==> config.mk <==
export PLATFORM = sky130hd
export DESIGN_NAME = pipelined_addsub32
export DESIGN_NICKNAME = d
export VERILOG_FILES = /design/src/rtl/pipelined_addsub32.sv
export SDC_FILE = /design/constraint.sdc
export NUM_CORES = 1
export LEC_CHECK = 0
export BUFFER_PORTS_ARGS = -buffer_cell sky130_fd_sc_hd__buf_2
export CELL_PAD_IN_SITES_DETAIL_PLACEMENT = 0
export CELL_PAD_IN_SITES_GLOBAL_PLACEMENT = 2
export CORE_MARGIN = 2
export CORE_UTILIZATION = 34
export DETAILED_ROUTE_END_ITERATION = 16
export PLACE_DENSITY = 0.83
export SYNTH_ARGS = -nofsm -noshare
export SYNTH_HDL_FRONTEND = slang
export SYNTH_SLANG_ARGS = --single-unit
==> constraint.sdc <==
create_clock -name clk -period 3.5 [get_ports clk]
set_input_delay 0.175 -clock clk [delete_from_list [all_inputs] [get_ports clk]]
set_output_delay 0.175 -clock clk [all_outputs]
set_load 0.05 [all_outputs]
==> src/rtl/pipelined_addsub32.sv <==
`timescale 1ns/1ps
// -----------------------------------------------------------------------------
// pipelined_addsub32
//
// Two-stage pipelined 32-bit adder/subtractor for the ALU datapath. The sum is
// built from 4-bit carry-lookahead groups whose group generate/propagate terms
// feed a second-level lookahead. The carry chain is cut at bit SPLIT: stage 1
// produces the low sum bits and the carry into bit SPLIT, stage 2 finishes the
// upper bits from the registered operands and that carry.
//
// Ports:
//   clk        rising-edge clock
//   rst_n      asynchronous active-low reset
//   in_valid   operand beat offered
//   in_ready   block accepts a beat this cycle (combinational)
//   a, b       operands
//   sub        1: a - b, 0: a + b
//   out_valid  result beat offered
//   out_ready  consumer accepts the result
//   result     sum or difference
//   cout       carry out of the MSB (for subtract, 1 means no borrow)
//   overflow   signed overflow
//   zero       result == 0
//   negative   result MSB
//
// Handshake: a beat moves across an interface on a rising edge where both
// valid and ready are high. A producer holding valid keeps its data stable
// until that edge; ready never depends on the producer's valid.
// -----------------------------------------------------------------------------
module pipelined_addsub32 #(
    parameter int WIDTH = 32,
    parameter int SPLIT = 16
) (
    input  logic             clk,
    input  logic             rst_n,
    input  logic             in_valid,
    output logic             in_ready,
    input  logic [WIDTH-1:0] a,
    input  logic [WIDTH-1:0] b,
    input  logic             sub,
    output logic             out_valid,
    input  logic             out_ready,
    output logic [WIDTH-1:0] result,
    output logic             cout,
    output logic             overflow,
    output logic             zero,
    output logic             negative
);

    localparam int HW = WIDTH - SPLIT;  // width of the upper half
    localparam int NG = WIDTH / 4;      // total number of 4-bit groups
    localparam int LG = SPLIT / 4;      // groups belonging to stage 1

    // Carry out of groups [lo, hi) given the carry into group lo, written as a
    // flat sum of products so every group carry is two levels deep.
    function automatic logic la_carry(input logic [NG-1:0] ggen,
                                      input logic [NG-1:0] gprop,
                                      input logic          ci,
                                      input int            lo,
                                      input int            hi);
        logic acc;
        logic term;
        acc = ci;
        for (int m = lo; m < hi; m++) acc = acc & gprop[m];
        for (int j = lo; j < hi; j++) begin
            term = ggen[j];
            for (int m = j + 1; m < hi; m++) term = term & gprop[m];
            acc = acc | term;
        end
        return acc;
    endfunction

    // Subtraction is a + ~b + 1.
    logic [WIDTH-1:0] bx;
    assign bx = b ^ {WIDTH{sub}};

    // Stage 1 registers
    logic             s1_valid;
    logic [SPLIT-1:0] s1_sum_lo;
    logic             s1_c16;
    logic [HW-1:0]    s1_a_hi;
    logic [HW-1:0]    s1_bx_hi;

    // One operand view across the full width: the low groups see the live
    // inputs (stage 1), the high groups see the registered upper halves
    // (stage 2). No group straddles the cut because SPLIT is a multiple of 4.
    logic [WIDTH-1:0] x_all;
    logic [WIDTH-1:0] y_all;
    assign x_all = {s1_a_hi, a[SPLIT-1:0]};
    assign y_all = {s1_bx_hi, bx[SPLIT-1:0]};

    logic [WIDTH-1:0] g;
    logic [WIDTH-1:0] p;
    assign g = x_all & y_all;
    assign p = x_all ^ y_all;

    logic [NG-1:0]    gg;       // group generate
    logic [NG-1:0]    gp;       // group propagate
    logic [NG-1:0]    gci;      // carry into each group
    logic             lo_cout;  // carry into bit SPLIT
    logic             hi_cout;  // carry out of the MSB
    logic [WIDTH-1:0] c;        // carry into each bit
    logic [WIDTH-1:0] sum_all;

    always_comb begin
        gg = '0;
        gp = '0;
        for (int i = 0; i < NG; i++) begin
            gg[i] = g[4*i+3]
                  | (p[4*i+3] & g[4*i+2])
                  | (p[4*i+3] & p[4*i+2] & g[4*i+1])
                  | (p[4*i+3] & p[4*i+2] & p[4*i+1] & g[4*i]);
            gp[i] = &p[4*i +: 4];
        end
    end

    // Second-level lookahead, run independently for each side of the cut.
    always_comb begin
        gci = '0;
        for (int i = 0; i < LG; i++) gci[i] = la_carry(gg, gp, sub, 0, i);
        lo_cout = la_carry(gg, gp, sub, 0, LG);
        for (int i = LG; i < NG; i++) gci[i] = la_carry(gg, gp, s1_c16, LG, i);
        hi_cout = la_carry(gg, gp, s1_c16, LG, NG);
    end

    // In-group lookahead from each group's carry-in.
    always_comb begin
        c = '0;
        for (int i = 0; i < NG; i++) begin
            c[4*i]   = gci[i];
            c[4*i+1] = g[4*i] | (p[4*i] & gci[i]);
            c[4*i+2] = g[4*i+1] | (p[4*i+1] & g[4*i])
                     | (p[4*i+1] & p[4*i] & gci[i]);
            c[4*i+3] = g[4*i+2] | (p[4*i+2] & g[4*i+1])
                     | (p[4*i+2] & p[4*i+1] & g[4*i])
                     | (p[4*i+2] & p[4*i+1] & p[4*i] & gci[i]);
        end
    end

    assign sum_all = p ^ c;

    // Flow control
    logic s2_load;
    logic accept;
    assign s2_load  = !out_valid || out_ready;
    assign in_ready = !s1_valid || s2_load;
    assign accept   = in_valid && in_ready;

    logic [WIDTH-1:0] next_result;
    assign next_result = {sum_all[WIDTH-1:SPLIT], s1_sum_lo};

    always_ff @(posedge clk or negedge rst_n) begin
        if (!rst_n) begin
            s1_valid  <= 1'b0;
            s1_sum_lo <= '0;
            s1_c16    <= 1'b0;
            s1_a_hi   <= '0;
            s1_bx_hi  <= '0;
        end else if (accept) begin
            s1_valid  <= 1'b1;
            s1_sum_lo <= sum_all[SPLIT-1:0];
            s1_c16    <= lo_cout;
            s1_a_hi   <= a[WIDTH-1:SPLIT];
            s1_bx_hi  <= bx[WIDTH-1:SPLIT];
        end else if (s1_valid && s2_load) begin
            s1_valid <= 1'b0;
        end
    end

    always_ff @(posedge clk or negedge rst_n) begin
        if (!rst_n) begin
            out_valid <= 1'b0;
            result    <= '0;
            cout      <= 1'b0;
            overflow  <= 1'b0;
            zero      <= 1'b0;
            negative  <= 1'b0;
        end else if (s1_valid && s2_load) begin
            out_valid <= 1'b1;
            result    <= next_result;
            cout      <= hi_cout;
            // Signed overflow: carry into the MSB differs from carry out.
            overflow  <= c[WIDTH-1] ^ hi_cout;
            zero      <= ~|next_result;
            negative  <= next_result[WIDTH-1];
        end else if (out_valid && out_ready) begin
            out_valid <= 1'b0;
        end
    end

endmodule

# Yosys cells after proc, flatten, opt, wreduce, memory -nomap -nowiden
# Index checks and enable logic that the tools add are counted.
dict set report op_classes {
  addsub 0
  eq_ne 0
  div 0
  order_cmp 0
  n_bitwise 229
  shift 0
  n_mux 4
  multipliers 0
  n_reduce_logical 19
}
# op count
set op_table {}
lappend op_table {{$and A1 B1 Y1} 132}
lappend op_table {{$xor A32 B32 Y32} 3}
lappend op_table {{$or A1 B1 Y1} 92}
lappend op_table {{$and A32 B32 Y32} 1}
lappend op_table {{$reduce_and A4 Y1} 8}
lappend op_table {{$reduce_or A32 Y1} 1}
lappend op_table {{$mux W1} 4}
lappend op_table {{$reduce_bool A2 Y1} 2}
lappend op_table {{$logic_and A1 B1 Y1} 3}
lappend op_table {{$logic_not A1 Y1} 3}
lappend op_table {{$logic_or A1 B1 Y1} 2}
lappend op_table {{$xor A1 B1 Y1} 1}
dict set report word_totals {
  ramBits 0
  output_inout_bits 38
  elab_cells 263
  reg_bits 87
  latchBits 0
  input_bits 69
  romBits 0
  memories 0
}

# Longest topological paths before layout
dict set report logic_depth {
  ltp_word 16
  mapped_depth 14
}

# Least setup slack after synthesis
# Ideal clock, no wire load.
dict set report synth_path {
  path_type {register to register}
  startpoint {register s1_a_hi[2]}
  endpoint {register zero}
  stages_incl_launch_ff 15
  path_buffers 0
  arrival_ns 3.080
  setup_time_ns 0.076
  synth_period_minus_slack_ns 3.157
  slack_ns 0.343
  cell_sequence {dfrtp_1 > ha_1 > a21o_1 > a21oi_2 > o21ai_2 > a31o_2 > a31o_4 > a21oi_1 > o21bai_1 > fa_1 > nor4b_1 > nand4_1 > nor3_1 > o2111ai_1 > o21ai_1}
}
# item line
set synth_lines {}
lappend synth_lines {{start, declared} 81} ;# logic [HW-1:0] s1_a_hi;
lappend synth_lines {{start signal, assigned} 163} ;# s1_a_hi <= a[WIDTH-1:SPLIT];
lappend synth_lines {{$and A32 B32 Y32 / $xor A32 B32 Y32 (equally long branches)} {94, 95}}
lappend synth_lines {{$and A1 B1 Y1 (on tied branches)} {110, 111, 112}}
lappend synth_lines {{$or A1 B1 Y1 (tied with other cells)} 110} ;# | (p[4*i+3] & g[4*i+2])
lappend synth_lines {{$or A1 B1 Y1 / $and A1 B1 Y1 (equally long branches)} {111, 112}}
lappend synth_lines {{$or A1 B1 Y1} 112} ;# | (p[4*i+3] & p[4*i+2] & p[4*i+1] & g[4*i]);
lappend synth_lines {{$and A1 B1 Y1 (2 in a row)} 67} ;# for (int m = j + 1; m < hi; m++) term = term & gprop[m];
lappend synth_lines {{$or A1 B1 Y1 * (3 in a row)} 68} ;# acc = acc | term;
lappend synth_lines {{$xor A32 B32 Y32 *} 140} ;# assign sum_all = p ^ c;
lappend synth_lines {{net sum_all[28]} 103} ;# logic [WIDTH-1:0] sum_all;
lappend synth_lines {{$reduce_or A32 Y1 *} 184} ;# zero <= ~|next_result;
lappend synth_lines {{$logic_not A1 Y1 *} 184}
lappend synth_lines {{end signal, assigned} 184}
lappend synth_lines {{end, declared} 46} ;# output logic zero,
# Mark *: on every way through the listed nets, which the timed path passes. The rest lies on a longest branch.
# A chain may end at the register's enable or synchronous reset.

# Worst setup path after layout
# Same ends and word-level chain as after synthesis.

==> impl_results.md <==
* Hold Slack at -0.0382 ns
* Slew headroom at 0.356
* Layout fillers at roughly 1400
* Starting DRT DRC Count at between 100 and 150
* Unrepaired setup endpoints after global routing: false
* Starting Density at 0.346
* Synth-to-layout area growth at 22.5%
* Cell Rows at 43
* CTS tree: done
* CTS clk-pin slew, worst paths at 0.06 ns
* Status: finished, violations left
* Tightest Pin Transition at 0.962 ns
* Max cap viols at 0
* Failing checks: hold timing
* CTS Hold Buffers Added at 0
* Layout Cell Area excl Fill at 0.00587 mm^2
* Yosys warnings at 0
* Drt via density at 4.75
* Vias in the first global route at 3648
* Final setup vio count at 0
* Fraction of layout cells with a size suffix above 1 at 0.268
* CP startpoint kind: flip-flop
* Final Slew Violations at 0
* Core ar. at 0.0138 mm^2
* Largest net degree at the start of global routing at 74
* Via count of the routed design at 3641
* Die area at 0.0150 mm^2
* Cell variety after synth at 52
* Tot Pwr at 0.00429 W
* Later-pin clock latency in the skew report at about 0.34 ns
* Sequential element share of the synthesized area at 0.450
* Drt drc at 0
* Global-route wire length before repair at 18400 um
* DP HPWL at a little under 9000 um
* Post-Synthesis Net Count at 588
* Synthesized area per cell at about 10 um^2
* CP Class: reg2reg
* Total gr overflow at 0
* RR Startpoint: s1_a_hi[2]
* EDFF count, synth at 0
* DIE WIDTH at 123 um
* Antenna cell count at 0
* Setup slack, reg-to-reg at 0.18 ns
* GRT Total Usage at 0.160
* Peak Freq at 301 MHz
* Reg2Reg Depth at 14
* TritonCTS buffer count at 9
* Fin crit period at about 3.3 ns
* Fin. Hold Viols at 32
* Die H at 123 um
* CP max FO at 5
* Required @ worst endpoint at 3.76 ns
* Worst vdd ir at ~0.00025 V
* Cell Area, Synth at 0.00479 mm^2
* Final setup TNS at 0 ns
* Leak at 2.87 nW
* Drt first pass iters at 4
* CTS Sinks at 86
* Fin nets at 690
* Antenna Nets Post-Route at 0
* Placer Congestion at between 0.8 and 0.9
* FFs w/ async S/R, synth at 1.00
* Clock root cell: clkbuf_16
* Gate Count Post-Synth at 480
* Port Buffers at 106
* Crit. End Element: flip-flop
* Clk buf depth at 2
* WL final at 11200 um
* Power Density at roughly 730 mW/mm^2
* Initial antenna violation count at 0
* Clock Skews at between 0.006 and 0.007 ns
* Fin crit share at 0.950
* WL/cell at 14.6 um
* Number of top-level pins at 107
* Hold Path Class: in2async
* Worst r2r dst: zero
* Synth Register Bits at 86
* WP data arrival at about 3.6 ns
* Final core utilization at 0.424
* Predominant post-synthesis flop cell: dfrtp_1
* H-tree Lvls at 3
* Placed Area at approximately 0.0055 mm^2
[logic make-up after synthesis]
family / Yosys count / share of synthesized area
multiplexers: 17 / 0.0397
AND/OR/NAND/NOR: 150 / 0.135
flip-flops: 86 / 0.450
XOR/XNOR: 57 / 0.104
AO/OA/AOI/OAI: 97 / 0.130
adder cells (fa/ha/maj): 39 / 0.113
buffers and inverters: 34 / 0.0290
[Yosys cell counts (all sizes together) (2+ instances only)]
cell type / instances / area [um^2]
a211oi: 5 / 42.5
nor2: 8 / 30.0
o22ai: 2 / 12.5
and3: 3 / 18.8
o21ai: 48 / 248
nor4: 4 / 25.0
nand4: 2 / 12.5
nor2b: 3 / 18.8
and4: 2 / 17.5
a21o: 7 / 52.6
buf: 4 / 26.3
mux2: 16 / 180
nand2b: 4 / 25.0
nand2: 112 / 423
a21oi: 19 / 125
o31ai: 2 / 15.0
or2: 2 / 12.5
clkbuf: 16 / 60.1
ha: 32 / 400
xor2: 29 / 254
and2: 3 / 18.8
or3: 2 / 12.5
xnor2: 28 / 245
fa: 7 / 140
o21bai: 4 / 30.0
a31o: 3 / 35.0
nor3: 2 / 10.0
inv: 14 / 52.6
dfrtp: 86 / 2150
[flip-flops by register name, summed over array words and instances, names as in the netlist]
name	flops
s1_bx_hi	16
s1_a_hi	16
cout	1
result	32
s1_c16	1
overflow	1
s1_valid	1
s1_sum_lo	16
zero	1
out_valid	1
[worst max-delay path: stages (launching register included)]
cell and delay (ns):
dfrtp_1 0.38, ha_2 0.33, a21o_1 0.19, a21oi_2 0.14
o21ai_2 0.10, a31o_2 0.28, a31o_4 0.27, a21oi_2 0.18
o21bai_1 0.10, fa_1 0.48, nor4b_2 0.24, nand4_1 0.14
nor3_2 0.18, o2111ai_1 0.12, o21ai_1 0.13
[cell usage in the layout (no fill, tap or decap), types with 8 or more instances in the layout]
cell type,instances
a21oi_1,14
buf_2,105
clkbuf_16,9
dfrtp_1,86
ha_1,30
inv_1,14
mux2_2,14
nand2_1,110
nor2_1,8
o21ai_0,28
o21ai_1,18
xnor2_1,28
xor2_1,29
[where the power goes]
group / total [W] / internal (W) / switching (W) / leakage [nW]
clock network: 0.00106 / 0.000692 / 0.000371 / 0.161
logic: 0.00178 / 0.000564 / 0.00121 / 1.66
registers: 0.00145 / 0.00126 / 0.000190 / 1.04
total: 0.00429 / 0.00252 / 0.00178 / 2.87
[per-stage QoR]
| step | worst slack (ns) | hold slack, ns | std cells |
|---|---|---|---|
| floorplan | 0.343 | -0.121 | 480 |
| global route | 0.000591 | 0.0539 | 766 |
| global placement | 0.180 | 0.359 | 751 |
| CTS | 0.0171 | 0.00890 | 766 |
| detailed placement | 0.0284 | 0.374 | 751 |
| finish | 0.175 | -0.0382 | 766 |
[area by class of cell]
cell class / instances / area, um^2 / area share
multi-input combinational: 360 / 2530 / 0.431
sequential: 86 / 2150 / 0.367
timing repair buffer: 111 / 571 / 0.0973
clock buffer: 9 / 225 / 0.0384
tap: 180 / 225 / 0.0384
clock inverter: 6 / 111 / 0.0190
inverter: 14 / 52.6 / 0.00896
[metal layers]
| layer | wire [um] | track usage |
|---|---|---|
| met1 | 5760 | 0.232 |
| met2 | 4750 | 0.233 |
| met3 | 472 | 0.0381 |
| met4 | 188 | 0.0510 |
| met5 | 0 | 0 |
[how the worst max path moves through the flow]
stage	start	to	slack (ns)
2_1_floorplan	s1_a_hi[2]	zero	0.34
3_3_place_gp	s1_a_hi[2]	zero	0.18
3_5_place_dp	s1_a_hi[2]	zero	0.03
4_1_cts	s1_a_hi[2]	zero	0.02
5_1_grt	s1_a_hi[2]	zero	0.0006
6_report	s1_a_hi[2]	zero	0.18
[timing repair]
action	4_1_cts	5_1_grt
buffers inserted	0	0
setup endpoints to repair	0	1
gates resized for setup	0	5
Power figures use the tool's default switching activity.
